### config.mk
export PLATFORM = sky130hd
export DESIGN_NAME = redtin_capture_readout_flat
export DESIGN_NICKNAME = d
export VERILOG_FILES = /design/src/rtl/redtin_capture_readout_if.sv /design/src/rtl/redtin_capture_readout.sv /design/src/flat_wrapper.sv
export SDC_FILE = /design/constraint.sdc
export NUM_CORES = 1
export LEC_CHECK = 0
export CORE_MARGIN = 2
export CORE_UTILIZATION = 44
export DETAILED_ROUTE_END_ITERATION = 10
export GPL_TIMING_DRIVEN = 0
export PLACE_DENSITY = 0.77
export SYNTH_ARGS = -nofsm -noshare
export SYNTH_HDL_FRONTEND = slang
export SYNTH_SLANG_ARGS = --single-unit
### constraint.sdc
create_clock -name clk -period 4.2 [get_ports clk]
set_clock_uncertainty 0.05 [all_clocks]
set_input_delay 0.84 -clock clk [delete_from_list [all_inputs] [get_ports clk]]
set_output_delay 0.84 -clock clk [all_outputs]
set_load 0.1 [all_outputs]
### src/rtl/redtin_capture_readout_if.sv
// Bus bundle between the capture readout block and its neighbours:
// capture FSM handshake, capture RAM read port and UART TX byte port.
// master: the readout block itself. slave: the surrounding logic / RAM / UART.
interface redtin_capture_readout_if #(
    parameter int unsigned DATA_WIDTH = 128,
    parameter int unsigned ADDR_WIDTH = 9
);
    logic                  start;
    logic [ADDR_WIDTH-1:0] wr_ptr;
    logic                  rd_en;
    logic [ADDR_WIDTH-1:0] rd_addr;
    logic [DATA_WIDTH-1:0] rd_data;
    logic [7:0]            tx_data;
    logic                  tx_en;
    logic                  tx_busy;
    logic                  busy;
    logic                  done;

    modport master (
        input  start, wr_ptr, rd_data, tx_busy,
        output rd_en, rd_addr, tx_data, tx_en, busy, done
    );

    modport slave (
        output start, wr_ptr, rd_data, tx_busy,
        input  rd_en, rd_addr, tx_data, tx_en, busy, done
    );
endinterface

### src/rtl/redtin_capture_readout.sv
// RedTin capture buffer reader: walks the circular sample RAM from the oldest
// sample (wr_ptr) to the newest, and streams every sample MSB byte first to
// the UART transmitter using a tx_en / tx_busy handshake.
// Optional: define REDTIN_READOUT_HEADER_EN to prefix the stream with a
// header of sync byte 0xA5 followed by DEPTH as two bytes, MSB first.
module redtin_capture_readout #(
    parameter int unsigned DATA_WIDTH = 128,
    parameter int unsigned DEPTH      = 512,
    parameter int unsigned ADDR_WIDTH = 9
) (
    input logic                      clk,
    input logic                      rst_n,
    redtin_capture_readout_if.master bus
);
    localparam int unsigned NBYTES = DATA_WIDTH / 8;
    // Byte counter also indexes the 3 header bytes, so never narrower than 2 bits.
    localparam int unsigned BCW = (NBYTES > 3) ? $clog2(NBYTES) : 2;
    localparam logic [BCW-1:0]        LAST_BYTE   = BCW'(NBYTES - 1);
    localparam logic [ADDR_WIDTH-1:0] LAST_SAMPLE = ADDR_WIDTH'(DEPTH - 1);
`ifdef REDTIN_READOUT_HEADER_EN
    localparam logic [7:0]     SYNC_BYTE  = 8'hA5;
    localparam logic [15:0]    DEPTH_HDR  = 16'(DEPTH);
    localparam logic [BCW-1:0] LAST_HDR   = BCW'(2);
`endif

    typedef enum logic [2:0] {
        StIdle, StFetch, StWait, StLatch, StSend, StHold, StNext, StDone
    } state_e;

    state_e                state_q, state_d;
    logic [ADDR_WIDTH-1:0] base_q, base_d;
    logic [ADDR_WIDTH-1:0] scount_q, scount_d;
    logic [BCW-1:0]        bcount_q, bcount_d;
    logic [DATA_WIDTH-1:0] shreg_q, shreg_d;
    logic [7:0]            txd_q, txd_d;
    logic [7:0]            cur_byte;
    logic                  rd_en, tx_en;
`ifdef REDTIN_READOUT_HEADER_EN
    logic                  hdr_q, hdr_d;
`endif

    // Select the byte presented in SEND: header byte while in the header phase,
    // otherwise the top byte of the shift register.
    always_comb begin
        cur_byte = shreg_q[DATA_WIDTH-1 -: 8];
`ifdef REDTIN_READOUT_HEADER_EN
        if (hdr_q) begin
            unique case (bcount_q)
                BCW'(0): cur_byte = SYNC_BYTE;
                BCW'(1): cur_byte = DEPTH_HDR[15:8];
                default: cur_byte = DEPTH_HDR[7:0];
            endcase
        end
`endif
    end

    // Next-state logic and strobes for the readout FSM.
    always_comb begin
        state_d  = state_q;
        base_d   = base_q;
        scount_d = scount_q;
        bcount_d = bcount_q;
        shreg_d  = shreg_q;
        txd_d    = txd_q;
        rd_en    = 1'b0;
        tx_en    = 1'b0;
`ifdef REDTIN_READOUT_HEADER_EN
        hdr_d    = hdr_q;
`endif
        unique case (state_q)
            StIdle: begin
                if (bus.start) begin
                    base_d   = bus.wr_ptr;
                    scount_d = '0;
`ifdef REDTIN_READOUT_HEADER_EN
                    hdr_d    = 1'b1;
                    bcount_d = '0;
                    state_d  = StSend;
`else
                    state_d  = StFetch;
`endif
                end
            end
            StFetch: begin
                rd_en   = 1'b1;
                state_d = StWait;
            end
            StWait: state_d = StLatch;
            StLatch: begin
                shreg_d  = bus.rd_data;
                bcount_d = '0;
                state_d  = StSend;
            end
            StSend: begin
                if (!bus.tx_busy) begin
                    tx_en   = 1'b1;
                    txd_d   = cur_byte;
                    shreg_d = shreg_q << 8;
                    state_d = StHold;
                end
            end
            // Dead cycle: the TX raises tx_busy now, so it is not sampled here.
            StHold: begin
`ifdef REDTIN_READOUT_HEADER_EN
                if (hdr_q) begin
                    if (bcount_q == LAST_HDR) begin
                        hdr_d   = 1'b0;
                        state_d = StFetch;
                    end else begin
                        bcount_d = bcount_q + BCW'(1);
                        state_d  = StSend;
                    end
                end else
`endif
                if (bcount_q == LAST_BYTE) begin
                    state_d = StNext;
                end else begin
                    bcount_d = bcount_q + BCW'(1);
                    state_d  = StSend;
                end
            end
            StNext: begin
                if (scount_q == LAST_SAMPLE) begin
                    state_d = StDone;
                end else begin
                    scount_d = scount_q + ADDR_WIDTH'(1);
                    state_d  = StFetch;
                end
            end
            StDone: state_d = StIdle;
            default: state_d = StIdle;
        endcase
    end

    // State and datapath registers; reset aborts any readout in progress.
    always_ff @(posedge clk or negedge rst_n) begin
        if (!rst_n) begin
            state_q  <= StIdle;
            base_q   <= '0;
            scount_q <= '0;
            bcount_q <= '0;
            shreg_q  <= '0;
            txd_q    <= '0;
`ifdef REDTIN_READOUT_HEADER_EN
            hdr_q    <= 1'b0;
`endif
        end else begin
            state_q  <= state_d;
            base_q   <= base_d;
            scount_q <= scount_d;
            bcount_q <= bcount_d;
            shreg_q  <= shreg_d;
            txd_q    <= txd_d;
`ifdef REDTIN_READOUT_HEADER_EN
            hdr_q    <= hdr_d;
`endif
        end
    end

    // Outputs: address wraps by natural truncation; tx_data shows the new byte
    // with the strobe and holds it afterwards.
    always_comb begin
        bus.rd_en   = rd_en;
        bus.rd_addr = base_q + scount_q;
        bus.tx_en   = tx_en;
        bus.tx_data = tx_en ? cur_byte : txd_q;
        bus.busy    = (state_q != StIdle);
        bus.done    = (state_q == StDone);
    end
endmodule

### src/flat_wrapper.sv
// flat-port wrapper written by rule: the top's interface ports become plain ports
module redtin_capture_readout_flat 
#(
    parameter int unsigned DATA_WIDTH = 128,
    parameter int unsigned DEPTH      = 512,
    parameter int unsigned ADDR_WIDTH = 9
)
  (clk, rst_n, bus_start, bus_wr_ptr, bus_rd_data, bus_tx_busy, bus_rd_en, bus_rd_addr, bus_tx_data, bus_tx_en, bus_busy, bus_done);
  redtin_capture_readout_if #(.DATA_WIDTH(DATA_WIDTH), .ADDR_WIDTH(ADDR_WIDTH)) bus_i ();
  input logic clk;
  input logic rst_n;
  input wire logic [$bits(bus_i.start)-1:0] bus_start;
  input wire logic [$bits(bus_i.wr_ptr)-1:0] bus_wr_ptr;
  input wire logic [$bits(bus_i.rd_data)-1:0] bus_rd_data;
  input wire logic [$bits(bus_i.tx_busy)-1:0] bus_tx_busy;
  output wire logic [$bits(bus_i.rd_en)-1:0] bus_rd_en;
  output wire logic [$bits(bus_i.rd_addr)-1:0] bus_rd_addr;
  output wire logic [$bits(bus_i.tx_data)-1:0] bus_tx_data;
  output wire logic [$bits(bus_i.tx_en)-1:0] bus_tx_en;
  output wire logic [$bits(bus_i.busy)-1:0] bus_busy;
  output wire logic [$bits(bus_i.done)-1:0] bus_done;
  assign bus_i.start = bus_start;
  assign bus_i.wr_ptr = bus_wr_ptr;
  assign bus_i.rd_data = bus_rd_data;
  assign bus_i.tx_busy = bus_tx_busy;
  assign bus_rd_en = bus_i.rd_en;
  assign bus_rd_addr = bus_i.rd_addr;
  assign bus_tx_data = bus_i.tx_data;
  assign bus_tx_en = bus_i.tx_en;
  assign bus_busy = bus_i.busy;
  assign bus_done = bus_i.done;
  redtin_capture_readout #(.DATA_WIDTH(DATA_WIDTH), .DEPTH(DEPTH), .ADDR_WIDTH(ADDR_WIDTH)) u_core (.clk(clk), .rst_n(rst_n), .bus(bus_i));
endmodule
==> results by group, run 1 <==
Timing
  • PnR worst setup slack: 0.180 ns
  • Max_slew headroom: 31.0%
  • RSZ-0062 raised after global routing: no
  • Fin. max-slew vios: 0
  • Fin. Hold Viols: 0
  • Setup violators final: 0
  • Max Freq: 0.249 GHz
  • Least-Margin Pin Slew: 1.03 ns
  • Final min period: 4.02 ns
  • Tcrit/Tclk final: 95.7%

Finish
  • Filler cell count: 1479
  • Fin util: around three fifths
  • Ratio of cells with drive above 1 in the final layout: 10.8%
  • Final cell count without fillers: about 1.1k
  • P&R area growth vs syn: 32.3%
  • Nets@finish: 1046
  • Ant diodes: 0

Global routing
  • Number of global-route vias before repair: 5988
  • Gr usage total: 20.8%
  • Initial antenna violation count: 0
  • Grt ovf: 0
  • Pin count of the biggest net entering global routing: 88
  • First-pass GRT wire length: 30.1 mm

Floorplanning
  • Core ar.: 17300 um^2
  • Die Height: approximately 140 um
  • Initial cell density of the core: 44.9%
  • # rows: 48
  • # IOs: approximately 160
  • Die width: 137 um
  • Die area: between 15000 and 20000 um^2

Worst setup path
  • CP Capture Type: output port
  • Start point of the critical path: bus_tx_busy
  • WP data required: roughly 3.3 ns
  • Startpoint types: input pin
  • CP Capture Point: bus_tx_data[7]
  • Reg2Reg Setup Slack: roughly 1.8 ns
  • FF-to-FF End: u_core.scount_q[7]$_DFFE_PN0P_
  • CP Max Fanout: 10
  • Kind of critical path: in2out
  • Reg2Reg Depth: 8
  • Crit path DAT: 3.13 ns
  • FF-to-FF Start: u_core.scount_q[1]$_DFFE_PN0P_

Flow run
  • Max-cap violations: 0

Clocking
  • Clk_lat worst skew: 0.42 ns
  • CTS tree: done
  • TritonCTS Buffers: 17
  • Clk sinks: ~160
  • Post-CTS Setup Repair Bufs: 0
  • H-tree levels: 4
  • Max Root-Sink Buffers: 2
  • Root Buffer: clkbuf_16
  • Worst-path clk slew: 0.07 ns
  • Cts-stage hold buffer count: 0

Detailed routing
  • Post-route DRC: 0
  • Total wire length: between 15 and 20 mm
  • Pre-antenna DRT Iters: 5
  • Vias per cell: ~5.1
  • Antenna viol nets, final: 0
  • Avg WL per Cell: 16.2 um
  • Via count: 5802
  • DR iter-0 viols: 238

Power and ir drop
  • Leak: 4.36 nW
  • Switching fraction of total power: 44.5%
  • Peak VDD IR: 0.000568 V
  • Pint: 4.47 mW
  • Sw Pwr: roughly 3.6 mW
  • Comb power frac: 47.4%
  • Seq pwr share: 33.3%
  • Cell area power density: 784 nW/um^2
  • Clock Power Share: 19.2%

Logic synthesis
  • Yosys reg bits: around 160
  • Cell taking the most area after synthesis: dfrtp_1
  • Post-synth EDFFs: 0
  • Library cells used by synthesis: between 40 and 50
  • Synth Flop Type: dfrtp_1
  • FFs w/ async S/R, synth: 100%
  • Post-synth top cells: dfrtp_1, nand2_1, mux2i_1
  • Most common cell in the synthesized netlist: dfrtp_1
  • Adder and majority gate portion of the synthesized area: 2.03%
  • Post-synthesis cell area: ~7800 um^2
  • Post-synth net total: 865
  • Compound-Gate Fraction of Synth Area: a little under an eighth
  • Yosys warns: 0
  • Main combinational cell family by area after synthesis: multiplexers
  • Synth Area in Simple Gates: 10.1%
  • Register area share after synthesis: 51.9%
  • Synth top area cells: dfrtp_1, mux2i_1, nand2_1, o21ai_1, o21ai_0
  • Multiplexer share of the synthesized area: 18.5%
  • Syn Area/Cell: between 10 and 15 um^2
  • Synth Instances: between 700 and 800
  • Xor and xnor fraction of the mapped netlist area: 1.47%
  • Top cell type's share of synthesized area: 51.9%

Place
  • Placed insts: 1099
  • GP Congestion: 0.813
  • DP Worst Slack: about 0.17 ns
  • I/O Buffers: 161
  • HPWL Detailed: 13.4 mm

Worst hold path
  • HP Class: in2async

Run status
  • Status: complete, no violations
==> power by group through the flow <==
stage	combinational, mW	sequential [mW]	clock, mW
finish	3.82	2.69	1.55
global route	4.17	2.77	1.65
CTS	3.86	2.69	1.58
detailed placement	3.86	2.70	0
global placement	3.77	2.68	0
floorplan	2.99	2.56	0
==> worst min path at each step <==
| stage | cells after the start | slack [ns] | end |
|---|---|---|---|
| floorplan | 2 | 0.39 | u_core.shreg_q[127]$_DFFE_PN0P_ |
| global route | 1 | 0.36 | u_core.shreg_q[104]$_DFFE_PN0P_ |
| finish | 1 | 0.32 | u_core.shreg_q[104]$_DFFE_PN0P_ |
| global placement | 2 | 0.41 | u_core.shreg_q[90]$_DFFE_PN0P_ |
| detailed placement | 2 | 0.42 | u_core.shreg_q[90]$_DFFE_PN0P_ |
| CTS | 1 | 0.35 | u_core.shreg_q[104]$_DFFE_PN0P_ |
==> per-stage QoR <==
step | setup TNS, ns | hold slack (ns) | cell area (um^2) | total power, mW
detailed placement | 0 | 0.419 | 9690 | 6.57
finish | 0 | 0.323 | 10300 | 8.05
CTS | 0 | 0.352 | 10300 | 8.12
floorplan | 0 | 0.394 | 7770 | 5.55
global route | 0 | 0.361 | 10300 | 8.59
global placement | -706.60 | 0.411 | 9660 | 6.44
==> cells by family after synthesis <==
kind of cell | count (synthesis)
AO/OA/AOI/OAI | 159
multiplexers | 141
buffers and inverters | 51
flip-flops | 161
adder cells (fa/ha/maj) | 12
XOR/XNOR | 13
AND/OR/NAND/NOR | 175
==> area by class of cell <==
cell class / count / area [um^2] / share of cell area, %
Inverter: 3 / 11.3 / 0.110
Tap cell: 225 / 282 / 2.74
Clock buffer: 17 / 425 / 4.14
Buffer: 48 / 325 / 3.17
Timing Repair Buffer: 162 / 1640 / 15.9
Multi-Input combinational cell: 500 / 3400 / 33.1
Sequential cell: 161 / 4030 / 39.2
Clock inverter: 15 / 165 / 1.61
==> sequential cells by signal, indices dropped and copies added, names as in the netlist <==
| signal | cells |
|---|---|
| u_core.base_q | 9 |
| u_core.scount_q | 9 |
| u_core.state_q | 3 |
| u_core.shreg_q | 128 |
| u_core.bcount_q | 4 |
| u_core.txd_q | 8 |
==> cell usage in the layout, fill, tap and decap left out, types with 2 or more instances in the layout <==
master           instances
dfrtp_1                161
clkdlybuf4s50_1        156
nand2_1                129
mux2i_1                123
o21ai_1                 80
o21ai_0                 47
mux2_2                  18
buf_2                   17
clkbuf_16               17
buf_6                   16
clkbuf_1                14
nor2_1                  12
ha_1                    11
xnor2_1                 10
nand3_1                  8
a22o_1                   8
a21oi_1                  6
inv_6                    6
nor2b_1                  5
nand2b_1                 4
nor3_1                   3
a21o_1                   3
o31ai_1                  3
a211oi_1                 3
xor2_1                   3
inv_8                    3
inv_1                    2
o21bai_1                 2
nand4_1                  2
a2111oi_4                2
a21boi_0                 2
clkinv_4                 2
clkinvlp_4               2
clkbuf_2                 2
==> layer usage <==
| layer | wire length, um | vias to the layer above | global-route usage, % |
|---|---|---|---|
| met1 | 8400 | 2790 | 28.4 |
| met3 | 946 | 16 | 4.26 |
| met5 | 0 | - | 0 |
| met4 | 209 | 0 | 5.78 |
| met2 | 8790 | 148 | 33.8 |
| li1 | - | 2848 | - |
==> repair_timing <==
action                                  in CTS  in global routing
endpoints found under the setup margin       3                  3
resized for setup                            3                  5
hold endpoints to repair                     0                  0
==> critical path, cell delays in order <==
cell             delay [ns]
clkdlybuf4s50_1        0.46
nor4b_2                0.22
buf_4                  0.24
mux2_2                 0.36
clkdlybuf4s50_1        1.00
No activity file was read; power rests on OpenSTA's default activity.
==> inputs of run 2 (changes only) <==
- CORE_ASPECT_RATIO: default -> 0.9
- CORE_MARGIN: 2 -> default
==> run 2 against run 1 <==
  * Global-route usage up 1.0 points
  * First-iteration DRC count fell by 2.9%
  * Hold slack lost 0.050 ns
  * Final cell count is 0.71% higher
  * Total power down 0.18%
  * Maximum frequency down 0.62%
  * Sequential share of layout area hardly changed
  * Register-to-register slack worse by 0.12 ns
  * Sequential cell count is the same
  * Critical path depth increased by 1
  * Critical path type is now reg2out
  * Critical endpoint is now bus_rd_addr[5]
  * Largest cell class unchanged
  * Largest power group unchanged
==> results by group, run 2 (synthesis results as in run 1) <==
Floorplanning
  • Initial cell density of the core: 45.5%
  • # IOs: 162
  • Die width: 142 um
  • Die area: 18200 um^2
  • # rows: 45
  • Core ar.: approximately 17000 um^2
  • Die Height: 128 um

Clocking
  • Max Root-Sink Buffers: 2
  • Worst-path clk slew: 0.06 ns
  • H-tree levels: 4
  • Clk_lat worst skew: 0.42 ns
  • CTS tree: done
  • TritonCTS Buffers: 17
  • Cts-stage hold buffer count: 0
  • Root Buffer: clkbuf_16
  • Clk sinks: 161

Finish
  • Max reg flops: 128
  • Ant diodes: 0
  • Biggest register: u_core.shreg_q
  • Filler cell count: 1447
  • Commonest non-fill, non-tap cell in the layout: dfrtp_1
  • P&R area growth vs syn: 32.2%
  • Final cell count without fillers: 1139
  • Nets@finish: 1046
  • Ratio of cells with drive above 1 in the final layout: around 10%
  • Most frequent cells in the layout: dfrtp_1, clkdlybuf4s50_1, nand2_1, mux2i_1, o21ai_1
  • Largest regs: u_core.shreg_q x128, u_core.base_q x9, u_core.scount_q x9

Worst hold path
  • HP Class: in2async

Worst setup path
  • CP Capture Type: output port
  • CP delay by family, top: buffers and inverters
  • Reg2Reg Setup Slack: 1.65 ns
  • Startpoint types: register
  • CP Max Fanout: 6
  • Slowest stage delay, CP: 1.15 ns
  • Slowest cell on the critical path: clkdlybuf4s50_1
  • Ordered list of cells on the worst path: ha_1, a211oi_1, o21bai_1, a21oi_1, xnor2_1, clkdlybuf4s50_1
  • WP data required: 3.31 ns
  • Worst path bufs/invs: 1
  • Kind of critical path: reg2out
  • Crit path DAT: ~3.2 ns

Global routing
  • Grt ovf: 0
  • Number of global-route vias before repair: 6025
  • Initial antenna violation count: 0
  • Pin count of the biggest net entering global routing: ~110
  • Gr usage total: between 20% and 30%
  • First-pass GRT wire length: ~30 mm

Place
  • I/O Buffers: 161
  • Placed insts: about 1.1k
  • HPWL Detailed: 13.6 mm
  • GP Congestion: 0.810

Detailed routing
  • Avg WL per Cell: 16.3 um
  • Antenna viol nets, final: 0
  • DR iter-0 viols: around 230
  • Pre-antenna DRT Iters: 4
  • Via count: around 6k
  • Vias per cell: 5.15
  • Total wire length: 18.5 mm
  • Post-route DRC: 0

Timing
  • Tcrit/Tclk final: a little over nine tenths
  • Fin. Hold Viols: 0
  • Least-Margin Pin Slew: 0.985 ns
  • RSZ-0062 raised after global routing: no
  • Fin. max-slew vios: 0
  • Setup tns final: 0 ns
  • Final min period: ~4.0 ns
  • Min Hold Slack: 0.273 ns
  • Max_slew headroom: 34.1%
  • Setup violators final: 0
  • Max Freq: 0.247 GHz

Power and ir drop
  • Cell area power density: 783 nW/um^2
  • Seq pwr share: 33.6%
  • Pint: 4.56 mW
  • Sw Pwr: approximately 3.5 mW
  • Leak: 4.34 nW
  • Comb power frac: 47.5%
  • Switching fraction of total power: 43.3%
  • Peak VDD IR: about 0.00038 V
  • Clock Power Share: around a fifth

Run status
  • Status: complete, no violations

Flow run
  • Max-cap violations: 0
[run 2: routing by layer]
metal / global-route usage [%] / vias up / wire length, um
met5: 0 / - / 0
li1: - / 2842 / -
met3: 5.98 / 15 / 1130
met1: 29.5 / 2837 / 8760
met2: 34.4 / 169 / 8430
met4: 6.14 / 0 / 201
[run 2: layout make-up]
cell class | instances | area, um^2 | area share (%)
sequential | 161 | 4030 | 39.2
multi-input combinational | 500 | 3400 | 33.1
timing repair buffer | 162 | 1630 | 15.9
clock buffer | 25 | 495 | 4.83
buffer | 48 | 325 | 3.17
tap | 235 | 294 | 2.86
clock inverter | 5 | 77.6 | 0.756
inverter | 3 | 11.3 | 0.110
[run 2: path summary, 6_finish.rpt]
check,from,end,cells past startpoint
min,rst_n,u_core.shreg_q[101]$_DFFE_PN0P_,1
min reg2reg,u_core.shreg_q[81]$_DFFE_PN0P_,u_core.shreg_q[81]$_DFFE_PN0P_,2
max reg2reg,u_core.scount_q[1]$_DFFE_PN0P_,u_core.scount_q[7]$_DFFE_PN0P_,8
max in group asynchronous,rst_n,u_core.shreg_q[14]$_DFFE_PN0P_,2
min in group clk,u_core.shreg_q[81]$_DFFE_PN0P_,u_core.shreg_q[81]$_DFFE_PN0P_,2
max,u_core.scount_q[1]$_DFFE_PN0P_,bus_rd_addr[5],6
[run 2: what timing repair did]
item / in CTS / in global routing
buffers inserted: 0 / 0
endpoints found under the setup margin: 3 / 2
resized for setup: 3 / 4
gates cloned: 0 / 0
endpoints found under the hold margin: 0 / 0
[run 2: per-stage QoR]
step                total power [mW]  worst slack, ns  util, %  area (um^2)
floorplan                       5.55            0.176        -         7770
global placement                6.45            -4.37     56.7         9670
detailed placement              6.58            0.195     56.9         9710
CTS                             8.11           0.0281     60.2        10300
global route                    8.55           0.0249     60.2        10300
finish                          8.04            0.155     60.2        10300
[run 2: worst register-to-register path, stage by stage (launching register included)]
cell and delay (ns):
dfrtp_1 0.48, ha_1 0.24, nand3_1 0.07, nor2_1 0.05
ha_1 0.21, nand3b_1 0.42, and2_4 0.30, nor4_4 0.24
mux2_2 0.37
[run 2: power by group through the flow]
stage          clock [mW]  combinational, mW  sequential, mW
2_1_floorplan           0               2.99            2.56
3_3_place_gp            0               3.77            2.69
3_5_place_dp            0               3.86            2.71
4_1_cts              1.55               3.86            2.70
5_1_grt              1.62               4.16            2.78
6_report             1.52               3.82            2.70
==> inputs of run 3 (changes only) <==
- CTS_CLUSTER_DIAMETER: default -> 200
- SLEW_MARGIN: default -> 20
==> run 3 against run 2 <==
  * Clock power down 5%
  * Critical path depth stayed put
  * Global-route usage shrank 0.21 points
  * First-iteration DRC count is 41% higher
  * Worst setup slack improved by 0.024 ns
  * Highest routed layer unchanged
==> results by group, run 3 (synthesis results as in run 1) <==
Run status
  • Status: complete, no violations

Clocking
  • Worst-path clk slew: 0.06 ns
  • CTS tree: done
  • Max Root-Sink Buffers: 2
  • Clk_lat worst skew: 0.42 ns
  • H-tree levels: 4
  • Clk sinks: approximately 160
  • Root Buffer: clkbuf_16
  • TritonCTS Buffers: 17

Worst setup path
  • Worst path depth: 6
  • CP delay by family, top: buffers and inverters
  • Worst path bufs/invs: 1
  • WP data required: 3.31 ns
  • CP Max Fanout: 6
  • Slowest cell on the critical path: clkdlybuf4s50_1
  • Crit path DAT: 3.13 ns
  • Reg2Reg Depth: 8
  • CP Capture Type: output port
  • Kind of critical path: reg2out
  • Startpoint types: register
  • Slowest stage delay, CP: 1.15 ns
  • Ordered list of cells on the worst path: ha_1, a211oi_1, o21bai_1, a21oi_1, xnor2_1, clkdlybuf4s50_1

Global routing
  • Initial antenna violation count: 0
  • Gr usage total: 21.6%
  • First-pass GRT wire length: 30.1 mm
  • Pin count of the biggest net entering global routing: 91
  • Number of global-route vias before repair: 5929
  • Grt ovf: 0

Power and ir drop
  • Clock Power Share: 18.2%
  • Switching fraction of total power: 43.9%
  • Seq pwr share: 33.9%
  • Sw Pwr: 3.49 mW
  • Cell area power density: slightly below 800 nW/um^2
  • Leak: 4.33 nW
  • Peak VDD IR: between 0.0003 and 0.0004 V
  • Pint: 4.47 mW
  • Comb power frac: 48.0%

Finish
  • Nets@finish: 1046
  • Area of all sequential standard cells: 4030 um^2
  • Biggest register: u_core.shreg_q
  • Ant diodes: 0
  • Filler cell count: 1441
  • Commonest non-fill, non-tap cell in the layout: dfrtp_1
  • Largest regs: u_core.shreg_q x128, u_core.base_q x9, u_core.scount_q x9
  • P&R area growth vs syn: 31.9%
  • Multi-input gate area: 3400 um^2
  • Ratio of cells with drive above 1 in the final layout: between 10% and 20%
  • Most frequent cells in the layout: dfrtp_1, clkdlybuf4s50_1, nand2_1, mux2i_1, o21ai_1
  • Max reg flops: between 100 and 150

Timing
  • Max Freq: 0.249 GHz
  • Final min period: roughly 4.0 ns
  • Setup violators final: 0
  • Least-Margin Pin Slew: 0.989 ns
  • RSZ-0062 raised after global routing: no
  • Fin. max-slew vios: 0
  • Max_slew headroom: 33.9%
  • Tcrit/Tclk final: 95.7%
  • Fin. Hold Viols: 0
  • Min Hold Slack: 0.329 ns
  • PnR worst setup slack: between 0.15 and 0.2 ns

Detailed routing
  • Post-route DRC: 0
  • Avg WL per Cell: 16.2 um
  • Total wire length: roughly 18 mm
  • Via count: 5822
  • Pre-antenna DRT Iters: 4
  • Vias per cell: 5.11
  • DR iter-0 viols: ~330
  • Antenna viol nets, final: 0

Floorplanning
  • Die width: 142 um
  • Die Height: 128 um
  • # IOs: 162
  • # rows: 45
  • Initial cell density of the core: 45.5%
  • Core ar.: 17100 um^2
  • Die area: 18200 um^2

Flow run
  • Max-cap violations: 0

Place
  • HPWL Detailed: 13.6 mm
  • GP Congestion: 0.810
  • I/O Buffers: 161
  • DP Worst Slack: 0.197 ns

Worst hold path
  • HP Class: in2async
## run 3: per-layer routing
layer / part of all wire (%) / up-vias / global-route usage, %
met5: 0 / - / 0
met2: 44 / 151 / 33.2
li1: - / 2855 / -
met3: 5.3 / 29 / 5.04
met1: 48 / 2787 / 29.9
met4: 1.8 / 0 / 7.65
## run 3: worst paths after layout
path,from,slack [ns],end
max,u_core.scount_q[1]$_DFFE_PN0P_,0.18,bus_rd_addr[5]
min,rst_n,0.33,u_core.shreg_q[96]$_DFFE_PN0P_
min in group clk,u_core.shreg_q[84]$_DFFE_PN0P_,0.43,u_core.shreg_q[84]$_DFFE_PN0P_
min reg2reg,u_core.shreg_q[84]$_DFFE_PN0P_,0.43,u_core.shreg_q[84]$_DFFE_PN0P_
max reg2reg,u_core.scount_q[1]$_DFFE_PN0P_,1.66,u_core.scount_q[7]$_DFFE_PN0P_
max in group asynchronous,rst_n,2.93,u_core.shreg_q[29]$_DFFE_PN0P_
## run 3: final cells by class
class / instances / share of cell area [%]
plain buffers: 48 / 3.18
clock buffers: 21 / 4.50
clock inverters: 10 / 0.855
inverters: 3 / 0.110
multi-input cells: 500 / 33.2
flip-flops and latches: 161 / 39.3
well taps: 235 / 2.87
repair buffers: 162 / 15.9
## run 3: power by group through the flow
stage | clock network [mW] | logic (mW) | registers, mW
after CTS | 1.47 | 3.86 | 2.69
after global placement | 0 | 3.77 | 2.69
after detailed placement | 0 | 3.87 | 2.71
final | 1.44 | 3.82 | 2.69
after floorplan | 0 | 2.99 | 2.56
after global routing | 1.55 | 4.16 | 2.77
## run 3: repair_timing
| action | 4_1_cts | 5_1_grt |
|---|---|---|
| buffers inserted | 0 | 0 |
| hold buffers | 0 | 0 |
| resized for setup | 3 | 4 |
| endpoints found under the setup margin | 3 | 2 |
| pin swaps | 0 | 0 |
## run 3: stage by stage
step | cells | cell area (um^2) | power, mW | TNS (ns) | util, %
after global routing | 1140 | 10200 | 8.47 | 0 | 60.0
after detailed placement | 1109 | 9710 | 6.58 | 0 | 56.9
final | 1140 | 10200 | 7.95 | 0 | 60.0
after global placement | 1108 | 9670 | 6.45 | -700.74 | 56.7
after CTS | 1140 | 10200 | 8.02 | 0 | 60.1
after floorplan | 712 | 7770 | 5.55 | 0 | -
